[src/rtl/mem_port_arbiter_if.sv]
// Bundle of the fetch, load/store and memory-port signals around mem_port_arbiter.
// master = the arbiter's view; slave = the surrounding core/memory environment.
interface mem_port_arbiter_if;
    logic        i_req;
    logic [31:0] i_addr;
    logic        i_gnt;
    logic        i_rvld;
    logic [31:0] i_rdata;
    logic        i_err;

    logic        d_req;
    logic [31:0] d_addr;
    logic        d_wen;
    logic [31:0] d_wdata;
    logic [3:0]  d_strobe;
    logic        d_gnt;
    logic        d_rvld;
    logic [31:0] d_rdata;
    logic        d_err;

    logic        RRdy;
    logic [31:0] RAddr;
    logic [31:0] RWData;
    logic        RWEn;
    logic [3:0]  RWStrobe;
    logic        RVld;
    logic [31:0] RData;

    modport master (
        input  i_req, i_addr, d_req, d_addr, d_wen, d_wdata, d_strobe, RVld, RData,
        output i_gnt, i_rvld, i_rdata, i_err, d_gnt, d_rvld, d_rdata, d_err,
        output RRdy, RAddr, RWData, RWEn, RWStrobe
    );

    modport slave (
        output i_req, i_addr, d_req, d_addr, d_wen, d_wdata, d_strobe, RVld, RData,
        input  i_gnt, i_rvld, i_rdata, i_err, d_gnt, d_rvld, d_rdata, d_err,
        input  RRdy, RAddr, RWData, RWEn, RWStrobe
    );
endinterface

[src/rtl/mem_port_arbiter.sv]
// Shares one memory request/response port between the fetch (I) and load/store (D) requesters,
// with a watchdog that aborts a transaction whose response never arrives.
module mem_port_arbiter #(
    parameter int PRIO_MODE = 0,
    parameter int TIMEOUT   = 16,
    parameter int RECOVER   = 2
) (
    input  logic               clk,
    input  logic               rstn,
    mem_port_arbiter_if.master bus,
    output logic               busy,
    output logic               owner
);
    typedef enum logic [1:0] {ST_IDLE, ST_BUSY, ST_RECOVER} state_t;

    state_t      state_q, state_d;
    logic [15:0] cnt_q, cnt_d;
    logic [15:0] rec_q, rec_d;
    logic        rrdy_q, rrdy_d;
    logic [31:0] raddr_q, raddr_d;
    logic [31:0] rwdata_q, rwdata_d;
    logic        rwen_q, rwen_d;
    logic [3:0]  rwstrobe_q, rwstrobe_d;
    logic        is_wr_q, is_wr_d;
    logic        owner_q, owner_d;
    logic        last_owner_q, last_owner_d;
    logic        rvld_q, rvld_d;
    logic [31:0] rdata_q, rdata_d;
    logic        err_q, err_d;

    logic any_req;
    logic win;
    logic timeout_hit;
    logic rec_done;

    assign any_req = bus.i_req | bus.d_req;
    // Tie-break: fixed D priority, or whichever side did not own the port last.
    assign win = (bus.i_req & bus.d_req) ? ((PRIO_MODE != 0) ? 1'b1 : ~last_owner_q) : bus.d_req;
    assign timeout_hit = (TIMEOUT != 0) && (cnt_q == 16'(TIMEOUT - 1));
    assign rec_done    = (rec_q == 16'(RECOVER - 1));

    always_ff @(posedge clk or posedge rstn) begin
        if (rstn) begin
            state_q      <= ST_IDLE;
            cnt_q        <= '0;
            rec_q        <= '0;
            rrdy_q       <= 1'b0;
            raddr_q      <= '0;
            rwdata_q     <= '0;
            rwen_q       <= 1'b0;
            rwstrobe_q   <= '0;
            is_wr_q      <= 1'b0;
            owner_q      <= 1'b0;
            last_owner_q <= 1'b1;
            rvld_q       <= 1'b0;
            rdata_q      <= '0;
            err_q        <= 1'b0;
        end else begin
            state_q      <= state_d;
            cnt_q        <= cnt_d;
            rec_q        <= rec_d;
            rrdy_q       <= rrdy_d;
            raddr_q      <= raddr_d;
            rwdata_q     <= rwdata_d;
            rwen_q       <= rwen_d;
            rwstrobe_q   <= rwstrobe_d;
            is_wr_q      <= is_wr_d;
            owner_q      <= owner_d;
            last_owner_q <= last_owner_d;
            rvld_q       <= rvld_d;
            rdata_q      <= rdata_d;
            err_q        <= err_d;
        end
    end

    always_comb begin
        state_d = state_q;
        case (state_q)
            ST_IDLE:    if (any_req) state_d = ST_BUSY;
            ST_BUSY: begin
                if (bus.RVld)       state_d = ST_IDLE;
                else if (timeout_hit) state_d = ST_RECOVER;
            end
            ST_RECOVER: if (rec_done) state_d = ST_IDLE;
            default:    state_d = ST_IDLE;
        endcase
    end

    always_comb begin
        cnt_d        = '0;
        rec_d        = '0;
        rrdy_d       = rrdy_q;
        raddr_d      = raddr_q;
        rwdata_d     = rwdata_q;
        rwen_d       = 1'b0;
        rwstrobe_d   = rwstrobe_q;
        is_wr_d      = is_wr_q;
        owner_d      = owner_q;
        last_owner_d = last_owner_q;
        rvld_d       = 1'b0;
        rdata_d      = rdata_q;
        err_d        = 1'b0;
        case (state_q)
            ST_IDLE: begin
                if (any_req) begin
                    raddr_d      = win ? bus.d_addr : bus.i_addr;
                    rwdata_d     = win ? bus.d_wdata : 32'h0;
                    rwstrobe_d   = win ? bus.d_strobe : 4'h0;
                    rwen_d       = win & bus.d_wen;
                    is_wr_d      = win & bus.d_wen;
                    rrdy_d       = 1'b1;
                    owner_d      = win;
                    last_owner_d = win;
                end
            end
            ST_BUSY: begin
                cnt_d = cnt_q + 16'd1;
                if (bus.RVld) begin
                    rvld_d  = 1'b1;
                    rdata_d = is_wr_q ? 32'h0 : bus.RData;
                    rrdy_d  = 1'b0;
                end else if (timeout_hit) begin
                    rvld_d  = 1'b1;
                    err_d   = 1'b1;
                    rdata_d = 32'h0;
                    rrdy_d  = 1'b0;
                end
            end
            ST_RECOVER: rec_d = rec_q + 16'd1;
            default: ;
        endcase
    end

    always_comb begin
        bus.i_gnt    = (state_q == ST_IDLE) & any_req & ~win;
        bus.d_gnt    = (state_q == ST_IDLE) & any_req & win;
        bus.i_rvld   = rvld_q & ~owner_q;
        bus.d_rvld   = rvld_q & owner_q;
        bus.i_err    = rvld_q & err_q & ~owner_q;
        bus.d_err    = rvld_q & err_q & owner_q;
        bus.i_rdata  = rdata_q;
        bus.d_rdata  = rdata_q;
        bus.RRdy     = rrdy_q;
        bus.RAddr    = raddr_q;
        bus.RWData   = rwdata_q;
        bus.RWEn     = rwen_q;
        bus.RWStrobe = rwstrobe_q;
        busy         = (state_q != ST_IDLE);
        owner        = owner_q;
    end
endmodule

[src/flat_wrapper.sv]
// flat-port wrapper written by rule: the top's interface ports become plain ports
module mem_port_arbiter_flat 
#(
    parameter int PRIO_MODE = 0,
    parameter int TIMEOUT   = 16,
    parameter int RECOVER   = 2
)
  (clk, rstn, busy, owner, bus_i_req, bus_i_addr, bus_d_req, bus_d_addr, bus_d_wen, bus_d_wdata, bus_d_strobe, bus_RVld, bus_RData, bus_i_gnt, bus_i_rvld, bus_i_rdata, bus_i_err, bus_d_gnt, bus_d_rvld, bus_d_rdata, bus_d_err, bus_RRdy, bus_RAddr, bus_RWData, bus_RWEn, bus_RWStrobe);
  mem_port_arbiter_if bus_i ();
  input  logic clk;
  input  logic rstn;
  output logic busy;
  output logic owner;
  input wire logic [$bits(bus_i.i_req)-1:0] bus_i_req;
  input wire logic [$bits(bus_i.i_addr)-1:0] bus_i_addr;
  input wire logic [$bits(bus_i.d_req)-1:0] bus_d_req;
  input wire logic [$bits(bus_i.d_addr)-1:0] bus_d_addr;
  input wire logic [$bits(bus_i.d_wen)-1:0] bus_d_wen;
  input wire logic [$bits(bus_i.d_wdata)-1:0] bus_d_wdata;
  input wire logic [$bits(bus_i.d_strobe)-1:0] bus_d_strobe;
  input wire logic [$bits(bus_i.RVld)-1:0] bus_RVld;
  input wire logic [$bits(bus_i.RData)-1:0] bus_RData;
  output wire logic [$bits(bus_i.i_gnt)-1:0] bus_i_gnt;
  output wire logic [$bits(bus_i.i_rvld)-1:0] bus_i_rvld;
  output wire logic [$bits(bus_i.i_rdata)-1:0] bus_i_rdata;
  output wire logic [$bits(bus_i.i_err)-1:0] bus_i_err;
  output wire logic [$bits(bus_i.d_gnt)-1:0] bus_d_gnt;
  output wire logic [$bits(bus_i.d_rvld)-1:0] bus_d_rvld;
  output wire logic [$bits(bus_i.d_rdata)-1:0] bus_d_rdata;
  output wire logic [$bits(bus_i.d_err)-1:0] bus_d_err;
  output wire logic [$bits(bus_i.RRdy)-1:0] bus_RRdy;
  output wire logic [$bits(bus_i.RAddr)-1:0] bus_RAddr;
  output wire logic [$bits(bus_i.RWData)-1:0] bus_RWData;
  output wire logic [$bits(bus_i.RWEn)-1:0] bus_RWEn;
  output wire logic [$bits(bus_i.RWStrobe)-1:0] bus_RWStrobe;
  assign bus_i.i_req = bus_i_req;
  assign bus_i.i_addr = bus_i_addr;
  assign bus_i.d_req = bus_d_req;
  assign bus_i.d_addr = bus_d_addr;
  assign bus_i.d_wen = bus_d_wen;
  assign bus_i.d_wdata = bus_d_wdata;
  assign bus_i.d_strobe = bus_d_strobe;
  assign bus_i.RVld = bus_RVld;
  assign bus_i.RData = bus_RData;
  assign bus_i_gnt = bus_i.i_gnt;
  assign bus_i_rvld = bus_i.i_rvld;
  assign bus_i_rdata = bus_i.i_rdata;
  assign bus_i_err = bus_i.i_err;
  assign bus_d_gnt = bus_i.d_gnt;
  assign bus_d_rvld = bus_i.d_rvld;
  assign bus_d_rdata = bus_i.d_rdata;
  assign bus_d_err = bus_i.d_err;
  assign bus_RRdy = bus_i.RRdy;
  assign bus_RAddr = bus_i.RAddr;
  assign bus_RWData = bus_i.RWData;
  assign bus_RWEn = bus_i.RWEn;
  assign bus_RWStrobe = bus_i.RWStrobe;
  mem_port_arbiter #(.PRIO_MODE(PRIO_MODE), .TIMEOUT(TIMEOUT), .RECOVER(RECOVER)) u_core (.clk(clk), .rstn(rstn), .bus(bus_i), .busy(busy), .owner(owner));
endmodule
[config.mk]
export PLATFORM = sky130hd
export DESIGN_NAME = mem_port_arbiter_flat
export DESIGN_NICKNAME = d
export VERILOG_FILES = /design/src/rtl/mem_port_arbiter_if.sv /design/src/rtl/mem_port_arbiter.sv /design/src/flat_wrapper.sv
export SDC_FILE = /design/constraint.sdc
export NUM_CORES = 1
export LEC_CHECK = 0
export CAP_MARGIN = 5
export CELL_PAD_IN_SITES_DETAIL_PLACEMENT = 0
export CELL_PAD_IN_SITES_GLOBAL_PLACEMENT = 1
export CORE_MARGIN = 2
export CORE_UTILIZATION = 31
export CTS_CLUSTER_SIZE = 25
export DETAILED_ROUTE_END_ITERATION = 8
export HOLD_SLACK_MARGIN = 0.02
export PLACE_DENSITY_LB_ADDON = 0.3
export REMOVE_ABC_BUFFERS = 1
export SLEW_MARGIN = 20
export SYNTH_ARGS = -nofsm -noshare
export SYNTH_HDL_FRONTEND = slang
export SYNTH_SLANG_ARGS = --single-unit
[constraint.sdc]
create_clock -name clk -period 5.7 [get_ports clk]
set_clock_uncertainty 0.05 [all_clocks]
set_input_delay 0.57 -clock clk [delete_from_list [all_inputs] [get_ports clk]]
set_output_delay 0.57 -clock clk [all_outputs]
set_load 0.02 [all_outputs]
### Word-level counts from Yosys, hierarchy flattened

Cells that the tools add are included.

* add/sub/neg operators: 2
* equal/unequal tests: 7
* muxes and demuxes: 25
* bitwise logic cells: 14
* reductions and logical operators: 8

Operator list (count)
* 2-to-1 mux 32 bit: 5
* adder 16 x 1 -> 16 bit, second input constant: 2
* 2-to-1 mux 16 bit: 2
* == test 16 x 1 -> 1 bit, second input constant: 1
* == test 16 x 4 -> 1 bit, second input constant: 1
* 2-to-1 mux 1 bit: 11
* AND 1 bit: 10
* 2-to-1 mux 2 bit: 4
* one-hot mux 2 bit (3 select lines): 1
* AND reduction 3 bit: 2
* nonzero test 2 bit: 3
* 2-to-1 mux 4 bit: 1
* inequality test 2 x 1 -> 1 bit, second input constant: 2
* AND reduction 2 bit: 2
* inequality test 3 x 2 -> 1 bit, second input constant: 1
* NOT 1 bit: 3
* == test 2 x 1 -> 1 bit, second input constant: 1
* == test 2 bit, second input constant: 1
* logical NOT 2 bit: 1
* one-hot mux 1 bit (2 select lines): 1
* OR 1 bit: 1

* register bits: 141
* input port bits: 138

### Longest topological paths before layout

Gate-level depths: netlist (run 1).

* word-level depth: 5
* mapped depth: 6
* depth with buffers taken out: 5

### Worst setup path after synthesis (run 1)

Ideal clock, no wire load.

* path type: register -> register
* start: reg u_core.cnt_q[12]
* end: reg u_core.rdata_q[10] (netlist: u_core.bus.d_rdata[10])
* arrival time: 1863 ps
* path slack: 3666 ps
* cell stages (with the launch flop): 6
* period minus slack after synthesis: 2034 ps
* cells stage by stage: dfrtp_1 > or4_1 > o41ai_4 > nand2_4 > buf_6 > a22o_1

* cells in the longest elaborated chain, start to end: 3

Ends and longest elaborated chain
* start, declared: line mem_port_arbiter.sv:17 `logic [15:0] cnt_q, cnt_d;`
* start signal, assigned: line mem_port_arbiter.sv:60 `cnt_q <= cnt_d;`
* == test 16 x 4 -> 1 bit: line mem_port_arbiter.sv:39 `assign timeout_hit = (TIMEOUT != 0) && (cnt_q == 16'(TIMEOUT - 1));`
* nonzero test 2 bit (no source line)
* AND reduction 2 bit (no source line)
* end signal, assigned: line mem_port_arbiter.sv:71 `rdata_q <= rdata_d;`
* end, declared: line mem_port_arbiter.sv:28 `logic [31:0] rdata_q, rdata_d;`

No other way between the ends.
A chain may end at the register's enable or synchronous reset.

### Worst setup path in the final report (run 1)

* start: reg u_core.state_q[0]
* end: out bus_i_gnt

* cells in the longest elaborated chain, start to end: 3

Ends and longest elaborated chain
* start, declared: line mem_port_arbiter.sv:16 `state_t state_q, state_d;`
* start signal, assigned: line mem_port_arbiter.sv:59 `state_q <= state_d;`
* logical NOT 2 bit: line mem_port_arbiter.sv:135 `bus.i_gnt = (state_q == ST_IDLE) & any_req & ~win;`
* AND 1 bit (2 in series): line mem_port_arbiter.sv:135
* end, declared: line flat_wrapper.sv:23 `output wire logic [$bits(bus_i.i_gnt)-1:0] bus_i_gnt;`

No other way between the ends.

==> results of run 1 <==
logic make-up (layout without fill, tap and decap cells):
| family | count (synthesis) | after routing |
|---|---|---|
| flops | 141 | 141 |
| xor+xnor | 21 | 21 |
| buf+inv | 105 | 358 |
| fa+ha+maj | 3 | 3 |
| compound gates | 121 | 121 |
| simple gates | 100 | 100 |
cell usage in the layout (no fill, tap or decap), types with 4 or more instances in the layout:
cell             count
nor2_1              29
nand2_1             12
a22o_1              68
buf_4                5
xnor2_1             17
a21oi_1              5
nand4_1              5
xor2_1               4
clkbuf_16           17
inv_1               41
dfrtp_1            140
nor4_1              10
o21ai_0              7
nand3_1             11
nor3_1               7
or3_1                5
a222oi_1            32
clkdlybuf4s50_1    279
bufinv_16            5
Yosys cell counts (3+ instances only):
cell type | instances | area, um^2
dfrtp_1 | 140 | 3503
a22o_1 | 68 | 595.6
inv_1 | 42 | 157.7
a222oi_1 | 32 | 320.3
buf_4 | 32 | 240.2
nor2_1 | 29 | 108.9
clkbuf_1 | 27 | 101.4
xnor2_1 | 17 | 148.9
nand2_1 | 12 | 45.04
nand3_1 | 11 | 55.05
nor4_1 | 10 | 62.56
nor3_1 | 8 | 40.04
o21ai_0 | 7 | 35.03
a21oi_1 | 5 | 25.02
nand4_1 | 5 | 31.28
or3_1 | 5 | 31.28
and3_1 | 4 | 25.02
xor2_1 | 4 | 35.03
a21o_1 | 3 | 22.52
and2_1 | 3 | 18.77
buf_6 | 3 | 33.78
ha_1 | 3 | 37.54
nand2b_1 | 3 | 18.77
or4_1 | 3 | 22.52
worst max-delay path: cells and delay by family, from the launching register on:
family | cells | cell delay, ns
and+or+nand+nor | 2 | 0.69
DFF | 1 | 0.40
buffers and inverters | 2 | 1.03
layer usage:
metal  track usage  up-vias  wire length (um)
met4       0.06211        0               442
met2        0.3033      200              9026
li1              -     2239                 -
met3       0.05029       27              1142
met1        0.2224     2394              7594
met5             0        -                 0
sequential cells by signal, summed over array words and instances, names as in the netlist, 2 cells and up:
register and cells:
u_core.bus.RWStrobe 4, u_core.bus.RWData 32, u_core.rec_q 16, u_core.bus.RAddr 32, u_core.bus.d_rdata 32, u_core.cnt_q 16
u_core.state_q 2
cell type report:
type / instances / area, um^2
Sequential cell: 141 / 3530
Tap cell: 234 / 292.8
Timing Repair Buffer: 284 / 2830
Multi-Input combinational cell: 245 / 1822
Clock buffer: 21 / 460.4
Clock inverter: 11 / 188.9
Fill cell: 1655 / 9356
Inverter: 42 / 162.7
power breakdown:
group | switching (W) | internal, W | leakage, nW
registers | 0.000211 | 0.00129 | 1.82
clock network | 0.000415 | 0.000798 | 0.313
logic | 0.000889 | 0.000902 | 1.89
final timing paths:
| path | startpoint | to | slack, ns | cells past startpoint |
|---|---|---|---|---|
| max in group asynchronous | rstn | u_core.bus.RAddr[9] | 3.75 | 3 |
| hold / removal | u_core.cnt_q[0] | u_core.cnt_q[0] | 0.45 | 1 |
| hold reg to reg | u_core.cnt_q[0] | u_core.cnt_q[0] | 0.45 | 1 |
| setup / recovery | u_core.state_q[0] | bus_i_gnt | 2.53 | 4 |
| min in group asynchronous | rstn | u_core.bus.d_rdata[23] | 0.65 | 2 |
| setup reg to reg | u_core.cnt_q[13] | u_core.bus.d_rdata[14] | 3.38 | 4 |
per-stage QoR:
stage,utilization,instance area [um^2],setup slack [ns],hold WS (ns)
final,0.4981,9286,2.529,0.4503
after detailed placement,0.4633,8637,2.751,0.4400
after global placement,0.4633,8637,2.735,0.4254
after floorplan,-,5492,1.300,0.4005
after CTS,0.4981,9286,2.510,0.4511
after global routing,0.4981,9286,2.436,0.4634
==> impl_metrics.ini, run 1 <==
[worst_setup_path]
crit_required_ns = 5.08
start_kind = flip-flop
critPathMaxFanout = 33
crit_type = reg2out
cp_slowest_stage_delay_ns = 0.68
arrival_ns = 2.55
endpoint_kind = primary output
crit_chain = nor2_1 > and3_1 > buf_4 > clkdlybuf4s50_1
cp_slowest_cell = clkdlybuf4s50_1

[power]
powerDensity_nw_per_um2 = 484.8
finalPower_w = 0.004502
vdd_ir_drop_max_v = 0.0002579
total_leakage_power_nw = 4.029

[clock_network]
cts_setup_buffers = 0
cts_buffer_depth = 2
postCtsHoldBufs = 0
cts.repair.resized = 0
clock_sinks = 141
cts_root_buf = clkbuf_16
cts_tree = yes
path_clk_slew_ns = 0.06
h-tree-depth = 4
cts_made_buffers = 17
clk_latency_ns = 0.41

[die]
start_util = 0.3149
num_io_pins = 280
die_height_um = 141.6
core_area_um2 = 18640
die_area_um2 = 20050
die_w_um = 141.6
rows = 50

[timing]
hold_violations = 0
tightest_slew_ns = 1.005
period_minus_slack_ns = 3.171
fmax_mhz = 315.3
grt_setup_unrepaired = no
slew_violations = 0
fin_setup_tns_ns = 0
fin_crit_sh = 0.5563
relSlewSlack = 0.3276
setup_viol = 0

[layout]
areaGrowthSynthToFinish_pct = 58.18
fin_cells = 978
layout.nets = 872
drive_above_1_share = 0.05914
diodes = 0

[yosys]
synth_area_per_cell_um2 = 11.96
synth_edf_count = 0
synth-compound-area-share = 0.1812
yosysSeqAreaShare = 0.6012
synth_warnings = 0
synth-adder-area-share = 0.006394
netlist_area_um2 = 5871
synthCells = 491
synth-xor-area-share = 0.03133
synth_top_family_by_area = compound AO/OA/AOI/OAI gates
synth_flop_cell = dfrtp_1
async_flop_share = 1.000
synth-simple-area-share = 0.08845
muxShareOfSynthArea = 0
yosysUniqueCellTypes = 39
synth_seq_cells = 141

[placement]
dp_hpwl_um = 12890
gp_congestion = 0.7820
numPlacedInstances = 946
port_buffers = 279

[status]
status = completed

[drt]
dr.pass1.iters = 7
first_iter_violations = 405
vias = 4860
drc_errors = 0
wl_per_cell_um = 18.61
ant_nets = 0
viasPerCell = 4.969
routed_wl_um = 18210

[grt]
grt_pass1_wl_um = 27860
grt_max_degree = 91
grt_pass1_vias = 4995
grt_util_all_layers = 0.1798
antenna_found_initial = 0
grt_overflow = 0

[worst_hold_path]
hold_path_class = reg2reg

[flow_run]
drv_cap = 0
Power figures use the tool's default switching activity.
==> run 2, diff against run 1 <==
clock period = 3.1 ns   (was 5.7 ns; I/O delays follow)
==> impl_metrics.ini, run 2 (same netlist as run 1, synthesis figures left out) <==
[status]
status = completed

[power]
finalPower_w = 0.008231
p_int_w = 0.005407
switching_share = 0.3430
p_comb_frac = 0.404
clkPwrFrac = 0.262
powerDensity_nw_per_um2 = 883.5
pwr-share-seq = 0.334
vdd_ir_drop_max_v = 0.0004902
p_sw_w = 0.002823
total_leakage_power_nw = 4.041

[grt]
grt_pass1_vias = 4979
grt_overflow = 0
met3_usage = 0.04860
grt_pass1_wl_um = 27970
grt_max_degree = 67
antenna_found_initial = 0
use_met2 = 0.2959
use_met1 = 0.2253
grt_util_all_layers = 0.1813
grt-busiest-layer = met2

[layout]
multi_input_area_um2 = 1822
diodes = 0
layout_commonest_cell = clkdlybuf4s50_1
areaGrowthSynthToFinish_pct = 58.70
ff_latch_area_um2 = 3530
n_fill_cell = 1661
layout.nets = 875
fin_cells = 981
drive_above_1_share = 0.06560
mostFrequentLayoutCells = 279 x clkdlybuf4s50_1, 140 x dfrtp_1, 68 x a22o_1

[die]
die_w_um = 141.6
start_util = 0.3149
num_io_pins = 280
die_height_um = 141.6
die_area_um2 = 20050
rows = 50
core_area_um2 = 18640

[worst_hold_path]
hold_path_class = in2async

[clock_network]
cts_setup_buffers = 0
cts_buffer_depth = 2
path_clk_slew_ns = 0.06
cts.repair.resized = 0
h-tree-depth = 4
clk_latency_ns = 0.42
cts_tree = yes
cts_made_buffers = 17
postCtsHoldBufs = 0
cts_root_buf = clkbuf_16
clock_sinks = 141

[drt]
dr.pass1.iters = 8
routed_wl_um = 18230
drc_errors = 0
wl_per_cell_um = 18.58
viasPerCell = 4.958
ant_nets = 0
first_iter_violations = 356
vias = 4864

[worst_setup_path]
crit_chain = nor2_1 > and3_1 > clkdlybuf4s50_1
start_kind = flip-flop
cp_slowest_stage_delay_ns = 0.65
arrival_ns = 2.27
cp_slowest_cell = clkdlybuf4s50_1
critPathMaxFanout = 4
crit_required_ns = 2.74
crit_type = reg2out
endpoint_kind = primary output

[timing]
slew_violations = 0
hold_violations = 0
tightest_slew_ns = 0.7291
fin_setup_tns_ns = 0
fmax_mhz = 379.8
relSlewSlack = 0.5139
fin_crit_sh = 0.8492
period_minus_slack_ns = 2.633
setup_viol = 0
grt_setup_unrepaired = no

[flow_run]
drv_cap = 0

[placement]
dp_hpwl_um = 13210
port_buffers = 279
numPlacedInstances = 949
gp_congestion = 0.7793
run 2: critical path: cells and delay by family (launching register included):
kind | cells | cell delay [ns]
buf+inv | 1 | 0.65
simple gates | 2 | 0.80
flops | 1 | 0.40
run 2: area by class of cell:
type	count	share of cell area
flip-flops and latches	141	0.3789
clock buffers	18	0.04714
inverters	42	0.01746
multi-input cells	245	0.1955
well taps	234	0.03143
repair buffers	287	0.3089
clock inverters	14	0.02068
run 2: final timing paths:
kind                                   start                endpoint  slack [ns]  cells past startpoint
setup / recovery           u_core.state_q[0]               bus_i_gnt        0.47                      3
hold / removal                          rstn   u_core.bus.d_rdata[2]        0.31                      2
setup reg to reg            u_core.cnt_q[13]  u_core.bus.d_rdata[16]        0.81                      4
hold reg to reg              u_core.rec_q[0]         u_core.rec_q[0]        0.45                      1
max in group asynchronous               rstn     u_core.last_owner_q        1.93                      3
min in group clk               bus_d_addr[7]     u_core.bus.RAddr[7]        0.43                      3
run 2: power groups by stage:
stage,Combinational (W),Sequential [W],Clock [W]
after floorplan,0.000726,0.00351,0
after global placement,0.00333,0.00275,0
after detailed placement,0.00335,0.00276,0
after CTS,0.00336,0.00275,0.00222
after global routing,0.00350,0.00282,0.00229
final,0.00332,0.00275,0.00216
run 2: metal layers:
metal / part of all wire / up-vias / wire, um
met1: 0.41 / 2382 / 7386
met4: 0.036 / 0 / 658
li1: - / 2243 / -
met5: 0 / - / 0
met3: 0.068 / 36 / 1246
met2: 0.49 / 203 / 8939
run 2: through the flow:
step	setup slack, ns	hold slack, ns	cell area, um^2	util
2_1_floorplan	-1.040	0.3265	5492	-
3_3_place_gp	0.8745	0.4161	8685	0.4658
3_5_place_dp	0.8079	0.4395	8685	0.4658
4_1_cts	0.4315	0.3231	9316	0.4997
5_1_grt	0.3557	0.3703	9316	0.4997
6_report	0.4673	0.3109	9316	0.4997
